==> src/rtl/bus_rr_arbiter_if.sv <==
// Bus bundle shared by the four requesters and the round-robin arbiter.
// master = requester side, slave = arbiter side.
interface bus_rr_arbiter_if;
    logic [3:0]  req;
    logic [31:0] input0;
    logic [31:0] input1;
    logic [31:0] input2;
    logic [31:0] input3;
    logic [3:0]  grant;
    logic [1:0]  sel;
    logic        busy;
    logic [31:0] bus_out;
    logic        timeout;

    modport master (
        output req, input0, input1, input2, input3,
        input  grant, sel, busy, bus_out, timeout
    );

    modport slave (
        input  req, input0, input1, input2, input3,
        output grant, sel, busy, bus_out, timeout
    );
endinterface

==> src/rtl/bus_rr_arbiter.sv <==
// Four-way round-robin arbiter for the shared 32-bit bus, with registered one-hot grant.
// Define ARB_WATCHDOG_EN to force release of an owner after HOLD_MAX consecutive grant cycles.
//
// state | meaning
// IDLE  | no owner; pick next eligible requester after ptr
// GRANT | bus owned by requester sel until it drops req (or watchdog fires)
module bus_rr_arbiter #(
    parameter int HOLD_MAX = 16
) (
    input logic           clk,
    input logic           reset,
    bus_rr_arbiter_if.slave bus
);

    typedef enum logic {
        IDLE  = 1'b0,
        GRANT = 1'b1
    } state_t;

    if (HOLD_MAX < 2) begin : g_hold_max_check
        $error("bus_rr_arbiter: HOLD_MAX must be >= 2");
    end

    state_t      state_q;
    state_t      state_d;
    logic [1:0]  ptr_q;
    logic [1:0]  ptr_d;
    logic [1:0]  sel_q;
    logic [1:0]  sel_d;
    logic [3:0]  grant_q;
    logic [3:0]  grant_d;
    logic        busy_q;
    logic        busy_d;
    logic [3:0]  eligible;
    logic [1:0]  winner;
    logic [1:0]  cand;
    logic        found;
    logic        owner_req;
    logic        limit_hit;
    logic        release_now;

`ifdef ARB_WATCHDOG_EN
    localparam int CW = $clog2(HOLD_MAX);

    logic [CW-1:0] hold_cnt_q;
    logic [CW-1:0] hold_cnt_d;
    logic [3:0]    mask_q;
    logic [3:0]    mask_d;
    logic          timeout_q;
    logic          timeout_d;

    assign limit_hit = (hold_cnt_q == CW'(HOLD_MAX - 1));
    assign eligible  = bus.req & ~mask_q;
`else
    assign limit_hit = 1'b0;
    assign eligible  = bus.req;
`endif

    assign owner_req   = bus.req[sel_q];
    assign release_now = !owner_req || limit_hit;

    // Scan ptr+1, ptr+2, ptr+3, ptr; the first eligible index wins.
    always_comb begin
        winner = ptr_q;
        found  = 1'b0;
        cand   = ptr_q;
        for (int i = 1; i <= 4; i++) begin
            cand = ptr_q + 2'(i);
            if (!found && eligible[cand]) begin
                winner = cand;
                found  = 1'b1;
            end
        end
    end

    always_ff @(posedge clk or posedge reset) begin
        if (reset) begin
            state_q <= IDLE;
            ptr_q   <= 2'd3;
            sel_q   <= 2'd0;
            grant_q <= 4'b0000;
            busy_q  <= 1'b0;
        end else begin
            state_q <= state_d;
            ptr_q   <= ptr_d;
            sel_q   <= sel_d;
            grant_q <= grant_d;
            busy_q  <= busy_d;
        end
    end

    always_comb begin
        state_d = state_q;
        case (state_q)
            IDLE:    if (found) state_d = GRANT;
            GRANT:   if (release_now) state_d = IDLE;
            default: state_d = IDLE;
        endcase
    end

    always_comb begin
        ptr_d   = ptr_q;
        sel_d   = sel_q;
        grant_d = grant_q;
        busy_d  = busy_q;
        case (state_q)
            IDLE: begin
                if (found) begin
                    grant_d = 4'b0001 << winner;
                    sel_d   = winner;
                    ptr_d   = winner;
                    busy_d  = 1'b1;
                end
            end
            GRANT: begin
                if (release_now) begin
                    grant_d = 4'b0000;
                    busy_d  = 1'b0;
                end
            end
            default: begin
                grant_d = 4'b0000;
                busy_d  = 1'b0;
            end
        endcase
    end

`ifdef ARB_WATCHDOG_EN
    // A release on the limit edge only counts as a timeout if the owner still wants the bus.
    always_comb begin
        hold_cnt_d = hold_cnt_q;
        timeout_d  = 1'b0;
        case (state_q)
            IDLE:    if (found) hold_cnt_d = '0;
            GRANT: begin
                if (release_now) begin
                    timeout_d = owner_req && limit_hit;
                end else begin
                    hold_cnt_d = hold_cnt_q + 1'b1;
                end
            end
            default: hold_cnt_d = '0;
        endcase
        mask_d = (mask_q & bus.req) | (timeout_d ? grant_q : 4'b0000);
    end

    always_ff @(posedge clk or posedge reset) begin
        if (reset) begin
            hold_cnt_q <= '0;
            mask_q     <= 4'b0000;
            timeout_q  <= 1'b0;
        end else begin
            hold_cnt_q <= hold_cnt_d;
            mask_q     <= mask_d;
            timeout_q  <= timeout_d;
        end
    end

    assign bus.timeout = timeout_q;
`else
    assign bus.timeout = 1'b0;
`endif

    assign bus.grant = grant_q;
    assign bus.sel   = sel_q;
    assign bus.busy  = busy_q;

    always_comb begin
        bus.bus_out = 32'h0;
        if (busy_q) begin
            case (sel_q)
                2'd0:    bus.bus_out = bus.input0;
                2'd1:    bus.bus_out = bus.input1;
                2'd2:    bus.bus_out = bus.input2;
                default: bus.bus_out = bus.input3;
            endcase
        end
    end

endmodule

==> src/flat_wrapper.sv <==
// flat-port wrapper written by rule: the top's interface ports become plain ports
module bus_rr_arbiter_flat 
#(
    parameter int HOLD_MAX = 16
)
  (clk, reset, bus_req, bus_input0, bus_input1, bus_input2, bus_input3, bus_grant, bus_sel, bus_busy, bus_bus_out, bus_timeout);
  bus_rr_arbiter_if bus_i ();
  input logic clk;
  input logic reset;
  input wire logic [$bits(bus_i.req)-1:0] bus_req;
  input wire logic [$bits(bus_i.input0)-1:0] bus_input0;
  input wire logic [$bits(bus_i.input1)-1:0] bus_input1;
  input wire logic [$bits(bus_i.input2)-1:0] bus_input2;
  input wire logic [$bits(bus_i.input3)-1:0] bus_input3;
  output wire logic [$bits(bus_i.grant)-1:0] bus_grant;
  output wire logic [$bits(bus_i.sel)-1:0] bus_sel;
  output wire logic [$bits(bus_i.busy)-1:0] bus_busy;
  output wire logic [$bits(bus_i.bus_out)-1:0] bus_bus_out;
  output wire logic [$bits(bus_i.timeout)-1:0] bus_timeout;
  assign bus_i.req = bus_req;
  assign bus_i.input0 = bus_input0;
  assign bus_i.input1 = bus_input1;
  assign bus_i.input2 = bus_input2;
  assign bus_i.input3 = bus_input3;
  assign bus_grant = bus_i.grant;
  assign bus_sel = bus_i.sel;
  assign bus_busy = bus_i.busy;
  assign bus_bus_out = bus_i.bus_out;
  assign bus_timeout = bus_i.timeout;
  bus_rr_arbiter #(.HOLD_MAX(HOLD_MAX)) u_core (.clk(clk), .reset(reset), .bus(bus_i));
endmodule
==> config.mk <==
export PLATFORM = sky130hd
export DESIGN_NAME = bus_rr_arbiter_flat
export DESIGN_NICKNAME = d
export VERILOG_FILES = /design/src/rtl/bus_rr_arbiter_if.sv /design/src/rtl/bus_rr_arbiter.sv /design/src/flat_wrapper.sv
export SDC_FILE = /design/constraint.sdc
export NUM_CORES = 1
export LEC_CHECK = 0
export ABC_AREA = 0
export BUFFER_PORTS_ARGS = -buffer_cell sky130_fd_sc_hd__buf_2
export CAP_MARGIN = 5
export CORE_MARGIN = 4
export CORE_UTILIZATION = 37
export DETAILED_ROUTE_END_ITERATION = 8
export PLACE_DENSITY_LB_ADDON = 0.05
export SLEW_MARGIN = 20
export SYNTH_ARGS = -nofsm -noshare
export SYNTH_HDL_FRONTEND = slang
export SYNTH_SLANG_ARGS = --single-unit
==> constraint.sdc <==
create_clock -name clk -period 4 [get_ports clk]
set_input_delay 0.4 -clock clk [delete_from_list [all_inputs] [get_ports clk]]
set_output_delay 0.4 -clock clk [all_outputs]
set_load 0.005 [all_outputs]
======== Word-level counts from Yosys, hierarchy flattened ========
Cells that the tools add are included.
word-level totals
  logic and storage cells ................. 57
  input bits .............................. 134
  output and inout port bits .............. 40
  flip-flop bits (word level) ............. 10
cells by class
  add/sub/neg operators ................... 3
  bitwise operators ....................... 1
  multiplexer cells ....................... 29
  equality and inequality tests ........... 4
  shifts and indexed selects .............. 1
  reductions and logical operators ........ 9
  magnitude comparators ................... 5
operators by type and width
  kind                   number
  $pmux W32 S3           1
  $mux W32               1
  $lt A2 B3 Y1 const B   5
  $mux W1                13
  $bmux W1 S2            5
  $mux W2                4
  $mux W4                2
  $pmux W4 S2            1
  $add A2 B2 Y2 const B  2
  $pmux W1 S2            2
  $reduce_and A2 Y1      2
  $shl A1 B2 Y4 const A  1
  $logic_and A1 B1 Y1    3
  $logic_not A1 Y1       3
  $add A2 B1 Y2 const B  1
  $eq A2 B1 Y1 const B   1
  $eq A2 B2 Y1 const B   1
  $logic_not A2 Y1       1
  $ne A2 B1 Y1 const B   1
  $ne A2 B2 Y1 const B   1
  $not A1 Y1             1

======== Logic depth before layout (Yosys ltp) ========
  depth in word-level cells ............... 16
  depth in mapped cells ................... 5
  mapped depth without buffers ............ 4

======== Worst setup path before layout ========
Ideal clock, no wire load.
  path type ............................... reg2out
  from .................................... reg u_core.sel_q[0] (netlist: u_core.bus.sel[0])
  to ...................................... out bus_bus_out[10]
  stages on the path, launching flop included .. 5
  data required time ...................... 3.600 ns
  buffers on the path ..................... 2
  arrival time ............................ 1.466 ns
  slack ................................... 2.134 ns
  cell sequence ........................... dfrtp_1 -> buf_6 -> buf_2 -> mux4_2 -> and2_1
between the ends
  word-level cells in the longest chain between the ends .. 3
  elaborated cells between the ends (all ways) .. 5
  those cells by class .................... eq/ne: 2; mux: 2; reduce/logical: 1
RTL lines
  item                                        line                   text
  start: declaration                          bus_rr_arbiter.sv:28   logic [1:0] sel_q;
  start signal: assignment                    bus_rr_arbiter.sv:86   sel_q <= sel_d;
  $eq A2 B2 Y1, or another cell as far along  bus_rr_arbiter.sv:171  case (sel_q)
  $pmux W32 S3 (*)                            bus_rr_arbiter.sv:171
  $mux W32 (*)                                bus_rr_arbiter.sv:170  if (busy_q) begin
  end: declaration                            flat_wrapper.sv:18     output wire logic [$bits(bus_i.bus_out)-1:0] bus_bus_out;
Every way passes the cells marked *; elsewhere a longest branch is shown, timed or not.

======== Worst setup path after layout ========
  from .................................... reg u_core.sel_q[0] (netlist: u_core.bus.sel[0])
  to ...................................... out bus_bus_out[24]
The elaborated chain is that of the path after synthesis.

==> qor.yml <==
drive_above_1_share: 0.729
slew_violations: 0
remaining_drc_errors: 0
min-delay-path-class: "in2async"
coreArea_um2: 3970
die_w_um: 72.1
crit_path_max_fanout: 19
regArea_um2: 254
worstSetupStartpointType: "register"
cts_tree: "done"
dp.cells: 341
synthFlopType: "dfrtp_1"
maxSlewHeadroom: 0.478
drt_iter0_drc: 76
final_antenna_net_count: 0
busiest_layer: "met2"
routed_wl_mm: 5.62
final_nets: 430
p_leak_nw: 1.27
cts.sinks: 10
ioPinCount: 174
tns_ns: 0
fin_cells: 345
syn-instance-count: 131
dp_hpwl_mm: 4.81
dieArea_um2: 5190
hold_buffers: 0
fillers: 351
synth.distinct_cells: 29
synth_seq_area_share: 0.166
io_buffers: 172
synthTopCellsByCount: "33 x mux4_2, 32 x and2_1, 8 x clkbuf_1, 8 x dfrtp_1, 5 x nor2_1"
ys_async_sr_fraction: 1.00
ir_drop_mv: 0.565
synth.avg_cell_area_um2: 11.6
status: "finished clean"
antenna-diode-count: 0
gp_congestion: 0.854
reg2regPathDepth: 4
tightest_slew_ns: 0.783
post-place-ws_ns: 1.57
multiInputGateArea_um2: 1180
grtUsageTotal: 0.198
synth_edf_count: 0
wire_per_inst_um: 16.3
cts.path.max_buffers: 2
layout_setup_ws_ns: 1.37
area_growth_pct: 60.4
cts_setup_buffers: 0
clk_pin_slew_ns: 0.05
synth_most_common_cell: "mux4_2"
grt_setup_unrepaired: "false"
synth_top_area_frac: 0.489
required_ns: 3.60
path_class: "reg2out"
met1_usage: 0.246
drv_cap: 0
vias: 1778
final_util: 0.613
grt_pass1_vias: 1708
r2r_slack_ns: 1.96
yosysTopAreaCell: "mux4_2"
crit_path_start: "u_core.bus.sel[0]"
root_buffer: "clkbuf_8"
yosys-top-cells-area: "mux4_2 49%, and2_1 13%, dfrtp_1 13%"
overflow: 0
antenna_found_initial: 0
r2r-start: "u_core.bus.sel[0]"
yosysWarnings: 0
power-per-cell-area_nw_per_um2: 583
fp-row-count: 23
timing.rr.end: "u_core.bus.grant[0]"
drt_first_pass_iters: 4
dieHeight_um: 72.1
ctsResizeCount: 0
cts_max_level: 1
syn-cell-area_um2: 1520
fmax_mhz: 380
insertion_delay_ns: 0.24
fin_crit_sh: 0.659
grt_max_degree: 35
whs_ns: 0.126
ys_seq_elements: 10
endpoint_kind: "output port"
critical_path_arrival_ns: 2.23
finalHoldViolCount: 0
grt_pass1_wl_mm: 8.08
cts_buffers: 3
setup_violations: 0
syn-num-nets: 265
gr-usage-met2: 0.354
routed_via_density: 5.15
fin_skew_ns: 0.00716
use_met3: 0.0305
start_util: 0.382
final.min_clock_period_ns: 2.63
## kinds of logic (layout without fill, tap and decap cells)
group                  after synthesis  in the layout  synth area share
AOI/OAI and AO/OA                   17             17            0.0741
buffers and inverters               18            182            0.0544
DFF                                 10             10             0.166
muxes                               34             34             0.496
other                                1              1           0.00247
and+or+nand+nor                     51             51             0.207
## routing by layer
| metal | vias to the layer above | part of all wire |
|---|---|---|
| met3 | 12 | 0.092 |
| met1 | 825 | 0.37 |
| met5 | - | 0 |
| met2 | 99 | 0.52 |
| met4 | 0 | 0.018 |
| li1 | 842 | - |
## layout by cell type (no fill, tap or decap), types with 2 or more instances in the layout
master and n:
a21o_1 2, a21oi_1 4, a31o_1 2, a31oi_1 2, and2_1 32, and3_1 3, buf_2 172, buf_4 2
clkbuf_8 3, dfrtp_1 7, dfstp_2 2, inv_1 4, mux4_2 33, nand2_1 4, nand2b_1 2, nor2_1 5
o21ai_0 3, o31ai_1 2
## metrics by stage
step                      cell area, um2  power, mW
after floorplan                     1520      0.973
after global routing                2440       1.54
after CTS                           2440       1.44
after global placement              2390       1.32
final                               2440       1.42
after detailed placement            2390       1.34
## state kept, by name, summed over array words and instances, names as in the netlist
signal            cells
u_core.bus.grant      4
u_core.ptr_q          2
u_core.bus.busy       1
u_core.bus.sel        2
u_core.state_q        1
## where the power goes
group | total, mW | switching (mW) | leakage, nW | internal (mW)
registers | 0.274 | 0.118 | 0.119 | 0.156
clock network | 0.107 | 0.0372 | 0.0228 | 0.0695
logic | 1.04 | 0.395 | 1.13 | 0.644
total | 1.42 | 0.551 | 1.27 | 0.870
## worst max-delay path by stage
| stage | end | slack, ns | cells past startpoint |
|---|---|---|---|
| finish | bus_bus_out[24] | 1.37 | 4 |
| CTS | bus_bus_out[7] | 1.31 | 4 |
| global placement | bus_bus_out[1] | 1.59 | 4 |
| detailed placement | bus_bus_out[7] | 1.57 | 4 |
| floorplan | bus_bus_out[10] | 2.13 | 4 |
| global route | bus_bus_out[10] | 1.18 | 4 |
## layout make-up
cell class,instances,share of cell area
multi-input cells,103,0.486
clock buffers,4,0.0185
repair buffers,174,0.360
inverters,4,0.00616
well taps,50,0.0257
flip-flops and latches,10,0.104
## critical path, stage by stage, from the launching register on
cell and delay (ns):
dfrtp_2 0.74, buf_4 0.42, mux4_2 0.54, and2_1 0.17
buf_2 0.13
No activity file was read; power rests on OpenSTA's default activity.
